## src/rtl/alu_seq.sv

```systemverilog
// -----------------------------------------------------------------------------
// alu_seq -- registered N-bit ALU with a valid/ready handshake on both sides.
//
// Single-cycle operations load their result on the acceptance edge, so the
// result is valid one cycle after acceptance. Unsigned divide and modulo use a
// restoring shift-subtract divider that produces one quotient bit per cycle.
// That result is valid N+1 cycles after acceptance.
//
// Parameters
//   N          operand / result width in bits (2..32)
//
// Ports
//   clk        clock; all state updates on the rising edge
//   rst        synchronous, active-high reset
//   in_valid   request valid
//   in_ready   block can accept a request this cycle
//   a, b       operands (N bits)
//   select     opcode (4 bits)
//   out        registered result (N bits)
//   flags      registered flags {Z, Nf, C, V, DZ}
//   out_valid  out / flags hold a result not yet taken
//   out_ready  consumer takes the result this cycle
// -----------------------------------------------------------------------------
module alu_seq #(
  parameter int N = 4
) (
  input  logic         clk,
  input  logic         rst,
  input  logic         in_valid,
  output logic         in_ready,
  input  logic [N-1:0] a,
  input  logic [N-1:0] b,
  input  logic [3:0]   select,
  output logic [N-1:0] out,
  output logic [4:0]   flags,
  output logic         out_valid,
  input  logic         out_ready
);

  localparam int             CW       = $clog2(N) + 1;
  localparam logic [CW-1:0]  CNT_LOAD = CW'(N);
  localparam logic [CW-1:0]  CNT_ONE  = CW'(1);

  typedef enum logic [3:0] {
    OP_ADD = 4'h0,
    OP_SUB = 4'h1,
    OP_AND = 4'h2,
    OP_OR  = 4'h3,
    OP_XOR = 4'h4,
    OP_SRL = 4'h5,
    OP_SRA = 4'h6,
    OP_SLL = 4'h7,
    OP_MUL = 4'h8,
    OP_DIV = 4'h9,
    OP_MOD = 4'hA
  } op_e;

  typedef enum logic {
    S_IDLE,
    S_DIV
  } state_e;

  // Registered state
  state_e        r_state;
  logic [CW-1:0] r_cnt;
  logic [N-1:0]  r_out;
  logic [4:0]    r_flags;
  logic          r_out_valid;
  logic [N-1:0]  r_rem;      // partial remainder
  logic [N-1:0]  r_quo;      // dividend shifting out / quotient shifting in
  logic [N-1:0]  r_dvs;      // divisor
  logic          r_is_mod;

  // Combinational single-cycle datapath
  logic [N:0]    w_sum;
  logic [N-1:0]  w_diff;
  logic [2*N-1:0] w_prod;
  logic          w_add_ovf;
  logic          w_sub_ovf;
  logic          w_shift_big;
  logic [N-1:0]  w_res;
  logic          w_c;
  logic          w_v;
  logic          w_dz;
  logic          w_start_div;
  logic [4:0]    w_flags;
  logic          w_accept;

  // Divider step
  logic [N:0]    w_rem_sh;
  logic [N:0]    w_trial;
  logic          w_ge;
  logic [N-1:0]  w_rem_nxt;
  logic [N-1:0]  w_quo_nxt;
  logic [N-1:0]  w_div_res;

  assign w_sum       = {1'b0, a} + {1'b0, b};
  assign w_diff      = a - b;
  assign w_prod      = {{N{1'b0}}, a} * {{N{1'b0}}, b};
  assign w_add_ovf   = (a[N-1] == b[N-1]) && (w_sum[N-1] != a[N-1]);
  assign w_sub_ovf   = (a[N-1] != b[N-1]) && (w_diff[N-1] != a[N-1]);
  assign w_shift_big = (32'(b) >= 32'(N));

  // A new request is taken only when idle and the output register is free
  // or being emptied on this same edge; reset blocks acceptance outright.
  assign in_ready = !rst && (r_state == S_IDLE) && (!r_out_valid || out_ready);
  assign w_accept = in_valid && in_ready;

  // NOTE: every output of this block gets a value before the case statement,
  //       so no path leaves a signal unassigned and no latch is inferred.
  always_comb begin
    w_res       = w_sum[N-1:0];
    w_c         = 1'b0;
    w_v         = 1'b0;
    w_dz        = 1'b0;
    w_start_div = 1'b0;
    case (select)
      OP_SUB: begin
        w_res = w_diff;
        w_c   = (a < b);
        w_v   = w_sub_ovf;
      end
      OP_AND: w_res = a & b;
      OP_OR:  w_res = a | b;
      OP_XOR: w_res = a ^ b;
      OP_SRL: w_res = w_shift_big ? '0 : (a >> b);
      OP_SRA: w_res = w_shift_big ? {N{a[N-1]}} : $unsigned($signed(a) >>> b);
      OP_SLL: w_res = w_shift_big ? '0 : (a << b);
      OP_MUL: begin
        w_res = w_prod[N-1:0];
        w_v   = |w_prod[2*N-1:N];
      end
      OP_DIV, OP_MOD: begin
        if (b == '0) begin
          // Divide by zero completes at once: quotient all-ones, remainder a.
          w_res = (select == OP_MOD) ? a : '1;
          w_dz  = 1'b1;
        end else begin
          w_res       = '0;
          w_start_div = 1'b1;
        end
      end
      // 0000 and the unused opcodes 1011..1111 all perform add.
      default: begin
        w_res = w_sum[N-1:0];
        w_c   = w_sum[N];
        w_v   = w_add_ovf;
      end
    endcase
  end

  assign w_flags = {(w_res == '0), w_res[N-1], w_c, w_v, w_dz};

  // Restoring step: shift the next dividend bit into the remainder and keep
  // the subtraction only when it does not go negative.
  assign w_rem_sh  = {r_rem, r_quo[N-1]};
  assign w_trial   = w_rem_sh - {1'b0, r_dvs};
  assign w_ge      = !w_trial[N];
  assign w_rem_nxt = w_ge ? w_trial[N-1:0] : w_rem_sh[N-1:0];
  assign w_quo_nxt = {r_quo[N-2:0], w_ge};
  assign w_div_res = r_is_mod ? w_rem_nxt : w_quo_nxt;

  always_ff @(posedge clk) begin
    if (rst) begin
      r_state     <= S_IDLE;
      r_cnt       <= '0;
      r_out       <= '0;
      r_flags     <= '0;
      r_out_valid <= 1'b0;
      r_rem       <= '0;
      r_quo       <= '0;
      r_dvs       <= '0;
      r_is_mod    <= 1'b0;
    end else begin
      // NOTE: non-blocking assignments; the clear below is overridden by a
      //       later load in this block on the same edge, which is what gives
      //       bubble-free back-to-back results.
      if (r_out_valid && out_ready) begin
        r_out_valid <= 1'b0;
      end
      case (r_state)
        S_IDLE: begin
          if (w_accept) begin
            if (w_start_div) begin
              r_state  <= S_DIV;
              r_cnt    <= CNT_LOAD;
              r_rem    <= '0;
              r_quo    <= a;
              r_dvs    <= b;
              r_is_mod <= (select == OP_MOD);
            end else begin
              r_out       <= w_res;
              r_flags     <= w_flags;
              r_out_valid <= 1'b1;
            end
          end
        end
        S_DIV: begin
          r_rem <= w_rem_nxt;
          r_quo <= w_quo_nxt;
          r_cnt <= r_cnt - CNT_ONE;
          if (r_cnt == CNT_ONE) begin
            r_state     <= S_IDLE;
            r_out       <= w_div_res;
            r_flags     <= {(w_div_res == '0), w_div_res[N-1], 3'b000};
            r_out_valid <= 1'b1;
          end
        end
        default: r_state <= S_IDLE;
      endcase
    end
  end

  assign out       = r_out;
  assign flags     = r_flags;
  assign out_valid = r_out_valid;

endmodule

```

## config.mk

```make
export PLATFORM = sky130hd
export DESIGN_NAME = alu_seq
export DESIGN_NICKNAME = d
export VERILOG_FILES = /design/src/rtl/alu_seq.sv
export SDC_FILE = /design/constraint.sdc
export NUM_CORES = 1
export LEC_CHECK = 0
export BUFFER_PORTS_ARGS = -buffer_cell sky130_fd_sc_hd__buf_2
export CAP_MARGIN = 25
export CORE_MARGIN = 2
export CORE_UTILIZATION = 26
export DETAILED_ROUTE_END_ITERATION = 10
export GPL_ROUTABILITY_DRIVEN = 0
export GPL_TIMING_DRIVEN = 0
export PLACE_DENSITY = 0.53
export SLEW_MARGIN = 40
export SYNTH_ARGS = -nofsm -noshare
export SYNTH_HDL_FRONTEND = slang
export SYNTH_SLANG_ARGS = --single-unit
```

## constraint.sdc

```tcl
create_clock -name clk -period 8.6 [get_ports clk]
set_input_delay 0.43 -clock clk [delete_from_list [all_inputs] [get_ports clk]]
set_output_delay 0.43 -clock clk [all_outputs]
set_load 0.005 [all_outputs]
```

### Yosys cells after proc, flatten, opt, wreduce, memory -nomap -nowiden

Cells that the tools add are included.

| word-level totals | value |
|---|---|
| register bits | 27 |
| latch bits | 0 |
| RAM bits | 0 |
| ROM bits | 0 |
| word-level logic and storage cells | 102 |
| memories kept | 0 |

| cells by class | value |
|---|---|
| $add $sub $neg | 4 |
| $mul | 1 |
| divide/modulo/power cells | 0 |
| magnitude comparators | 2 |
| equality and inequality tests | 19 |
| shift operators | 3 |
| muxes and demuxes | 40 |
| bitwise gates (word level) | 4 |
| reductions and logical operators | 20 |

Operators with widths:

| kind | number |
|---|---|
| 2-to-1 mux 4 bit | 14 |
| one-hot mux 4 bit (9 select lines) | 1 |
| one-hot mux 4 bit (2 select lines) | 3 |
| equality test 4 x 3 -> 1 bit, second input constant | 4 |
| 2-to-1 mux 5 bit | 3 |
| equality test 4 bit, second input constant | 3 |
| logical NOT 4 bit | 3 |
| 2-to-1 mux 1 bit | 11 |
| one-hot mux 5 bit (2 select lines) | 1 |
| OR reduction 9 bit | 1 |
| equality test 4 x 2 -> 1 bit, second input constant | 2 |
| multiplier 4 x 4 -> 8 bit | 1 |
| OR reduction 8 bit | 1 |
| logical AND 1 bit | 6 |
| 2-to-1 mux 3 bit | 2 |
| inequality test 2 bit, second input constant | 3 |
| one-hot mux 1 bit (2 select lines) | 3 |
| one-hot mux 3 bit (2 select lines) | 1 |
| AND reduction 3 bit | 2 |
| adder 4 x 4 -> 5 bit | 1 |
| subtractor 5 x 4 -> 5 bit | 1 |
| bitwise AND 4 bit | 1 |
| equality test 4 x 1 -> 1 bit, second input constant | 1 |
| greater-or-equal comparator 4 x 3 -> 1 bit, second input constant | 1 |
| other kinds (19) | 23 |

### Depth between registers and ports, before layout

Gate-level depths: netlist of run 1.

| logic depth | value |
|---|---|
| depth after elaboration | 8 |
| gate-level depth with buffers | 14 |

### Least setup slack after synthesis of run 1

OpenSTA, ideal clock, no wires.

| timing | value |
|---|---|
| kind | input to register |
| from | in b[1] |
| to | reg r_flags[3] (netlist: flags[3]) |
| setup time | 0.120 ns |
| arrival time | 3.285 ns |
| path slack | 5.195 ns |
| cell stages on the path | 12 |
| buffers on the path | 1 |
| cells stage by stage | clkbuf_1 nand2_1 fa_1 inv_1 fa_1 fa_1 a311oi_1 o211ai_1 o32ai_1 nor2_1 a211oi_1 nor2_1 |

| on the way | value |
|---|---|
| longest elaborated chain between the ends | 6 |
| elaborated cells between the ends (all ways) | 20 |

Ends and longest elaborated chain:

| what | RTL line | source |
|---|---|---|
| start, declared | 32 | `input logic [N-1:0] b,` |
| parallel branches: the longest is 6 deep, another holds multiplier 4 x 4 -> 8 bit | -- |  |
| end signal, assigned | 193 | `r_flags <= w_flags;` |
| end signal, assigned | 205 | `r_flags <= {(w_div_res == '0), w_div_res[N-1], 3'b000};` |
| end, declared | 67 | `logic [4:0] r_flags;` |

Several ways; the timed one is not identified. The select of a mux whose other input is x is not followed.
A chain may end at the register's enable or synchronous reset.

### Worst setup path in the final report of run 1

Ends and elaborated chain as after synthesis.

==> results of run 1 <==
==> final timing paths <==
| check | end | depth (start not counted) | slack [ps] |
|---|---|---|---|
| min reg2reg | flags[1]$_SDFFE_PP0P_ | 2 | 460 |
| min | flags[0]$_SDFFE_PP0P_ | 2 | 340 |
| max reg2reg | out[1]$_SDFFE_PP0P_ | 11 | 5750 |
| max | flags[3]$_SDFFE_PP0P_ | 13 | 4740 |
==> through the flow <==
stage | total power [mW] | hold WS, ps | instances
CTS | 0.3464 | 347.6 | 538
global route | 0.3671 | 339.4 | 538
floorplan | 0.2087 | 434.0 | 369
finish | 0.3450 | 344.9 | 538
global placement | 0.2433 | 447.8 | 534
detailed placement | 0.2445 | 448.3 | 534
==> where the power goes <==
part           internal, mW  total, mW  switching (mW)  leakage [nW]
Clock                0.0623      0.102          0.0397        0.0357
Combinational        0.0469      0.117          0.0706          1.08
Sequential            0.124      0.126         0.00189         0.211
==> cell type report <==
| class | count | area [sq um] | area share (%) |
|---|---|---|---|
| clock inverter | 1 | 30.03 | 0.9281 |
| clock buffer | 3 | 41.29 | 1.276 |
| buffer | 23 | 161.4 | 4.988 |
| sequential | 26 | 520.5 | 16.09 |
| timing repair buffer | 25 | 125.1 | 3.867 |
| inverter | 29 | 111.4 | 3.442 |
| tap | 140 | 175.2 | 5.414 |
| multi-input combinational | 291 | 2071 | 64.00 |
==> flip-flops by register name, indices dropped and copies added (netlist names) <==
register	count
r_state	1
r_dvs	4
r_is_mod	1
flags	5
r_rem	4
r_quo	4
r_cnt	3
out_valid	1
out	3
==> cells in the mapped netlist (3+ instances only) <==
library cell  instances  area share (%)
buf_6                 4             1.6
dfxtp_1              26              18
clkbuf_1              8             1.0
nand4_1               3            0.66
inv_1                27             3.5
nand2_1              41             5.4
buf_2                 6             1.0
a21o_1                5             1.3
o31ai_1               3            0.79
nor3_1               12             2.1
a211oi_1              4             1.0
nand2b_1              3            0.66
a21oi_1              39             6.8
o21ai_1               4            0.70
clkbuf_8              3             1.4
ha_1                 30              13
o211ai_1              5             1.3
and2_1                6             1.3
fa_1                  7             4.9
mux2i_1               6             2.1
xor2_1                5             1.5
nor2b_1               3            0.66
o32ai_1               3            0.92
a221oi_1              3            0.92
o21ai_0               9             1.6
a22oi_1               5             1.3
nor2_1               27             3.5
xnor2_1               4             1.2
a31oi_1              11             2.4
nand3_1              11             1.9
==> layout by cell type, fill, tap and decap left out, drive strengths merged, types with 7 or more instances in the layout <==
cell type / count
a21oi: 40
a31oi: 11
and2: 7
buf: 37
clkbuf: 14
dfxtp: 26
fa: 7
ha: 30
inv: 29
nand2: 42
nand3: 11
nor2: 28
nor3: 12
o21ai: 13
==> cell families (layout without fill, tap and decap cells) <==
family | after synthesis | in the layout
buf+inv | 52 | 81
simple gates | 127 | 127
fa+ha+maj | 37 | 37
mux | 9 | 9
xor+xnor | 10 | 10
compound gates | 108 | 108
flops | 26 | 26
==> layer usage <==
layer | vias to the layer above | track usage, % | part of all wire (%)
li1 | 1378 | - | -
met1 | 1333 | 20.66 | 48
met2 | 94 | 22.98 | 45
met3 | 11 | 1.913 | 5.3
met4 | 0 | 2.747 | 1.4
met5 | - | 0 | 0
==> summary.txt, run 1 <==
Clock tree
  • # resized after CTS: 0
  • Clock Sink Count: 26
  • CTS Buf Count: 3
  • Bufs on Longest Clock Path: 2
  • H-Tree Depth: 1
  • TritonCTS clock tree: built
  • Cts hold-fix bufs: 0
  • Skew-Pair Late Insertion Delay: 270 ps
  • Clock transition at path regs: roughly 90 ps
  • Root Buffer: clkbuf_8
  • Post-CTS Repair Setup Buffers: 0

Timing
  • Number of hold violations in the final report: 0
  • Post-route clock period utilization: 44.83%
  • Slew Limit Fails: 0
  • Setup TNS: 0 ps
  • Max-slew headroom: 63.58%
  • Unrepaired setup endpoints after global routing: false
  • Period minus WS final: 3855 ps
  • Worst Tran Pin Value: 542.1 ps
  • Fmax: about 260 MHz
  • Setup violators final: 0
  • Final setup margin: 4745 ps
  • Worst Skew: 7.302 ps

Status
  • Run status: finished clean

Synthesis
  • Compound-Gate Fraction of Synth Area: approximately a quarter
  • Syn_nets: 422
  • Area share of and/or/nand/nor cells after synthesis: 23.11%
  • Synth Area in Adders: 18.00%
  • Post-synth ARST share: 0%
  • Top_reg_cell synth: dfxtp_1
  • EDFF count, synth: 0
  • Synthesis-stage register bit count: 26
  • Synth cell types: 70
  • Mux contribution to synthesized area: 3.408%
  • Register area share after synthesis: 18.17%
  • XOR/XNOR Fraction of Synth Area: 3.320%
  • Yosys warns: 0
  • Combinational family with the most area after synthesis: compound AO/OA/AOI/OAI gates
  • Cell count after synthesis: 369
  • Mapped cell area: about 0.0029 sq mm
  • Avg Synthesized Cell Area: 7.762 sq um

Critical path
  • Worst path slowest cell: fa_1
  • Worst Path Class, Setup: primary input to flip-flop
  • Most frequent CP cell: fa_1
  • Crit path launch: b[1]
  • Crit-path max FO: 10
  • Max incr delay on CP: 550 ps
  • Critical Path, Cell by Cell: buf_2, clkbuf_1, nand2_1, fa_1, inv_1, fa_1, fa_1, a311oi_1, o211ai_1, o32ai_1, nor2_1, a211oi_1, nor2_1
  • CP Capture Type: flip-flop
  • CP bufs+invs: 3
  • Worst EP arrival: approximately 4000 ps
  • Crit path launch type: primary input
  • CP delay by family, top: adder cells
  • Worst r2r src: r_quo[3]$_SDFFE_PP0P_
  • Worst path required time: 8760 ps

Place
  • Pre-CTS setup slack: about 4500 ps
  • Dpl hpwl: 6584 um
  • Post-Place Cell Area: 0.003164 sq mm
  • Port bufs: 25

Drt
  • First-pass DRT Iterations: 5
  • Initial DRC count: 252
  • Post-Route WL: 8230 um
  • DR vias/cell: approximately 5.2
  • Via count: 2816
  • Post-DRT Antenna Nets: 0
  • Avg WL per Cell: between 15 and 20 um
  • DRC viols: 0

Flow run
  • Max-Cap Viols: 0

Power and ir drop
  • Cell Pwr Density: 106.6 mW/mm^2
  • Leakage: approximately 1.3 nW
  • Worst VDD drop: 0.06950 mV

GRT
  • Initial antenna violation count: 0
  • Pin count of the biggest net entering global routing: 16
  • Global-route usage over all layers: 14.37%
  • Vias in the first global route: about 2.7k
  • First-pass GRT wire length: 13580 um
  • GRT overflow: 0

Die
  • Die Height: 109.0 um
  • Die Wd: around 110 um
  • I/O pin count: 27
  • DIE AREA: 0.01187 sq mm
  • Site Rows: 38
  • Core area: 0.01079 sq mm
  • Initial core utilization: 26.54%

Final layout
  • Share of cells above drive strength 1: 15.58%
  • Fin area: 0.003236 sq mm
  • Final net count: 452
  • Synth-to-Final Area Change: 12.97%
  • Final Core Density: approximately 30%
  • Number of diodes: 0
  • Fill count: around 1.2k

Worst hold path
  • Hold path startpoint: rst
  • HP Class: primary input to flip-flop
No activity file was read; power rests on OpenSTA's default activity.
==> inputs of run 2 (changes only) <==
--- a/config.mk
+++ b/config.mk
@@ -5,6 +5,7 @@
 export SDC_FILE = /design/constraint.sdc
 export NUM_CORES = 1
 export LEC_CHECK = 0
+export ABC_AREA = 1
 export BUFFER_PORTS_ARGS = -buffer_cell sky130_fd_sc_hd__buf_2
 export CAP_MARGIN = 25
 export CORE_MARGIN = 2
==> constraint.sdc (replaced) <==
create_clock -name clk -period 3.66 [get_ports clk]
set_input_delay 0.183 -clock clk [delete_from_list [all_inputs] [get_ports clk]]
set_output_delay 0.183 -clock clk [all_outputs]
set_load 0.005 [all_outputs]
==> summary.txt, run 2 <==
Power and ir drop
  • Cell Pwr Density: 256.1 mW/mm^2
  • Leakage: 1.677 nW
  • Worst VDD drop: about 0.16 mV
  • Power Total: 0.8382 mW

Critical path
  • CP endpoint: flags[1]$_SDFFE_PP0P_
  • Crit-path max FO: 10
  • Worst r2r path cells: 14
  • Worst Path Class, Setup: primary input to flip-flop
  • CP Capture Type: flip-flop
  • Reg2Reg Setup Slack: between 1000 and 1500 ps
  • Crit path launch type: primary input
  • Crit path launch: a[3]
  • Worst path required time: 3800 ps
  • Worst r2r src: r_quo[3]$_SDFFE_PP0P_
  • FF-to-FF End: flags[4]$_SDFFE_PP0P_
  • Worst EP arrival: 3030 ps

Clock tree
  • # resized after CTS: 0
  • H-Tree Depth: 1
  • Post-CTS Repair Setup Buffers: 0
  • Root Buffer: clkbuf_8
  • Skew-Pair Late Insertion Delay: 270 ps
  • Clock transition at path regs: approximately 100 ps
  • Bufs on Longest Clock Path: 2
  • Cts hold-fix bufs: 0
  • Clock Sink Count: 26
  • CTS Buf Count: 3
  • TritonCTS clock tree: built

Die
  • I/O pin count: 27
  • Initial core utilization: between 20% and 30%
  • Site Rows: 38
  • Die Wd: 109.6 um
  • Die Height: roughly 110 um
  • Core area: approximately 0.011 sq mm
  • DIE AREA: about 0.012 sq mm

Place
  • Pre-CTS setup slack: around 490 ps
  • Post-Place Cell Area: 0.003202 sq mm
  • Dpl hpwl: approximately 6700 um
  • Port bufs: 25

Synthesis
  • Synth top area cells: nand2_1 19%, dfxtp_1 18%, ha_1 13%
  • Post-synth top cells: 149 x nand2_1, 63 x inv_1, 53 x nand3_1, 37 x nor2_1, 30 x ha_1
  • Mux contribution to synthesized area: 0%
  • Combinational family with the most area after synthesis: simple AND/OR/NAND/NOR gates
  • Top_reg_cell synth: dfxtp_1
  • Yosys warns: 0
  • Synth Area in Adders: 17.77%
  • Synth cell types: 35
  • Post-synth top area cell: nand2_1
  • Avg Synthesized Cell Area: 6.108 sq um
  • EDFF count, synth: 0
  • Cell count after synthesis: ~480
  • Compound-Gate Fraction of Synth Area: 10.00%
  • Post-synth ARST share: 0%
  • Mapped cell area: 0.002902 sq mm
  • Register area share after synthesis: 17.94%
  • Synth top area share: 19.28%
  • Count leader, synth: nand2_1
  • Synthesis-stage register bit count: 26
  • Syn_nets: roughly 530
  • Area share of and/or/nand/nor cells after synthesis: 41.70%
  • XOR/XNOR Fraction of Synth Area: 1.207%

Timing
  • Worst Tran Pin Value: between 500 and 600 ps
  • Setup violators final: 0
  • Slew Limit Fails: 0
  • Worst Skew: 7.107 ps
  • Period minus WS final: 2886 ps
  • Fmax: 346.5 MHz
  • Unrepaired setup endpoints after global routing: false
  • Setup TNS: 0 ps
  • Number of hold violations in the final report: 0
  • Fin Hold WS: 182.2 ps
  • Final setup margin: just under 800 ps
  • Post-route clock period utilization: 78.85%
  • Max-slew headroom: around 60%

Drt
  • Avg WL per Cell: 12.70 um
  • Initial DRC count: 263
  • Via count: 3070
  • Post-Route WL: 8176 um
  • DRC viols: 0
  • First-pass DRT Iterations: 5
  • Post-DRT Antenna Nets: 0
  • DR vias/cell: 4.767

Final layout
  • Final net count: 558
  • Commonest non-fill, non-tap cells in the layout: 149 x nand2_1, 63 x inv_1, 53 x nand3_1
  • Synth-to-Final Area Change: 12.81%
  • Number of flip-flops in the largest register: 5
  • Share of cells above drive strength 1: 12.30%
  • Fin area: 0.003273 sq mm
  • Most common cell after layout, fill and taps aside: nand2_1
  • Number of diodes: 0

GRT
  • Pin count of the biggest net entering global routing: 16
  • Global-route usage over all layers: 14.64%
  • Vias in the first global route: 2966
  • GRT overflow: 0
  • Initial antenna violation count: 0
  • First-pass GRT wire length: 14100 um

Flow run
  • Max-Cap Viols: 0

Worst hold path
  • HP Class: primary input to flip-flop

Status
  • Run status: finished clean
-- run 2: layer usage --
metal  vias to the layer above  track usage [%]  routed length, um
li1                       1570                -                  -
met1                      1386            18.95               3644
met2                        97            25.75               4011
met3                        17            1.600                318
met4                         0            3.797                201
met5                         -                0                  0
-- run 2: cells by family after synthesis --
kind of cell               count (synthesis)
and+or+nand+nor                          273
DFF                                       26
adders and majority gates                 37
xor gates and xnor gates                   4
AOI/OAI and AO/OA                         53
buffers and inverters                     82
-- run 2: critical path, cell delays in order --
cell	delay, ps
buf_2	130
clkbuf_1	470
nand2_1	160
fa_1	530
inv_1	40
ha_1	290
ha_1	380
nand2_1	100
nand2_1	50
a21oi_1	160
nor2_1	60
nor2_1	110
nand4_1	100
nand2_1	110
nand2_1	60
nand2_1	50
a21oi_1	50
-- run 2: layout make-up --
class	count	area (sq um)
Fill cell	1209	7615
Tap cell	140	175.2
Buffer	12	67.56
Multi-Input combinational cell	367	2051
Clock buffer	3	41.29
Timing Repair Buffer	25	125.1
Inverter	70	262.8
Sequential cell	26	520.5
Clock inverter	1	30.03
-- run 2: power breakdown --
part           internal, mW  switching [mW]  leakage (nW)  total, mW
registers             0.294         0.00572         0.211      0.300
logic                 0.107           0.190          1.43      0.297
clock network         0.146          0.0951        0.0357      0.242
-- run 2: metrics by stage --
stage	cells	util, %
after floorplan	475	-
after global placement	640	29.41
after detailed placement	640	29.41
after CTS	644	30.06
after global routing	644	30.06
final	644	30.06
-- run 2: worst min-delay path by stage --
stage	slack (ps)	endpoint	depth (start not counted)	startpoint
final	180	r_quo[0]$_SDFFE_PP0P_	2	rst
after global routing	190	r_quo[3]$_SDFFE_PP0P_	2	rst
after CTS	180	r_quo[3]$_SDFFE_PP0P_	2	rst
after detailed placement	450	r_cnt[1]$_SDFFE_PP0P_	2	r_cnt[1]$_SDFFE_PP0P_
after global placement	450	r_cnt[1]$_SDFFE_PP0P_	2	r_cnt[1]$_SDFFE_PP0P_
after floorplan	350	r_quo[1]$_SDFFE_PP0P_	2	a[1]
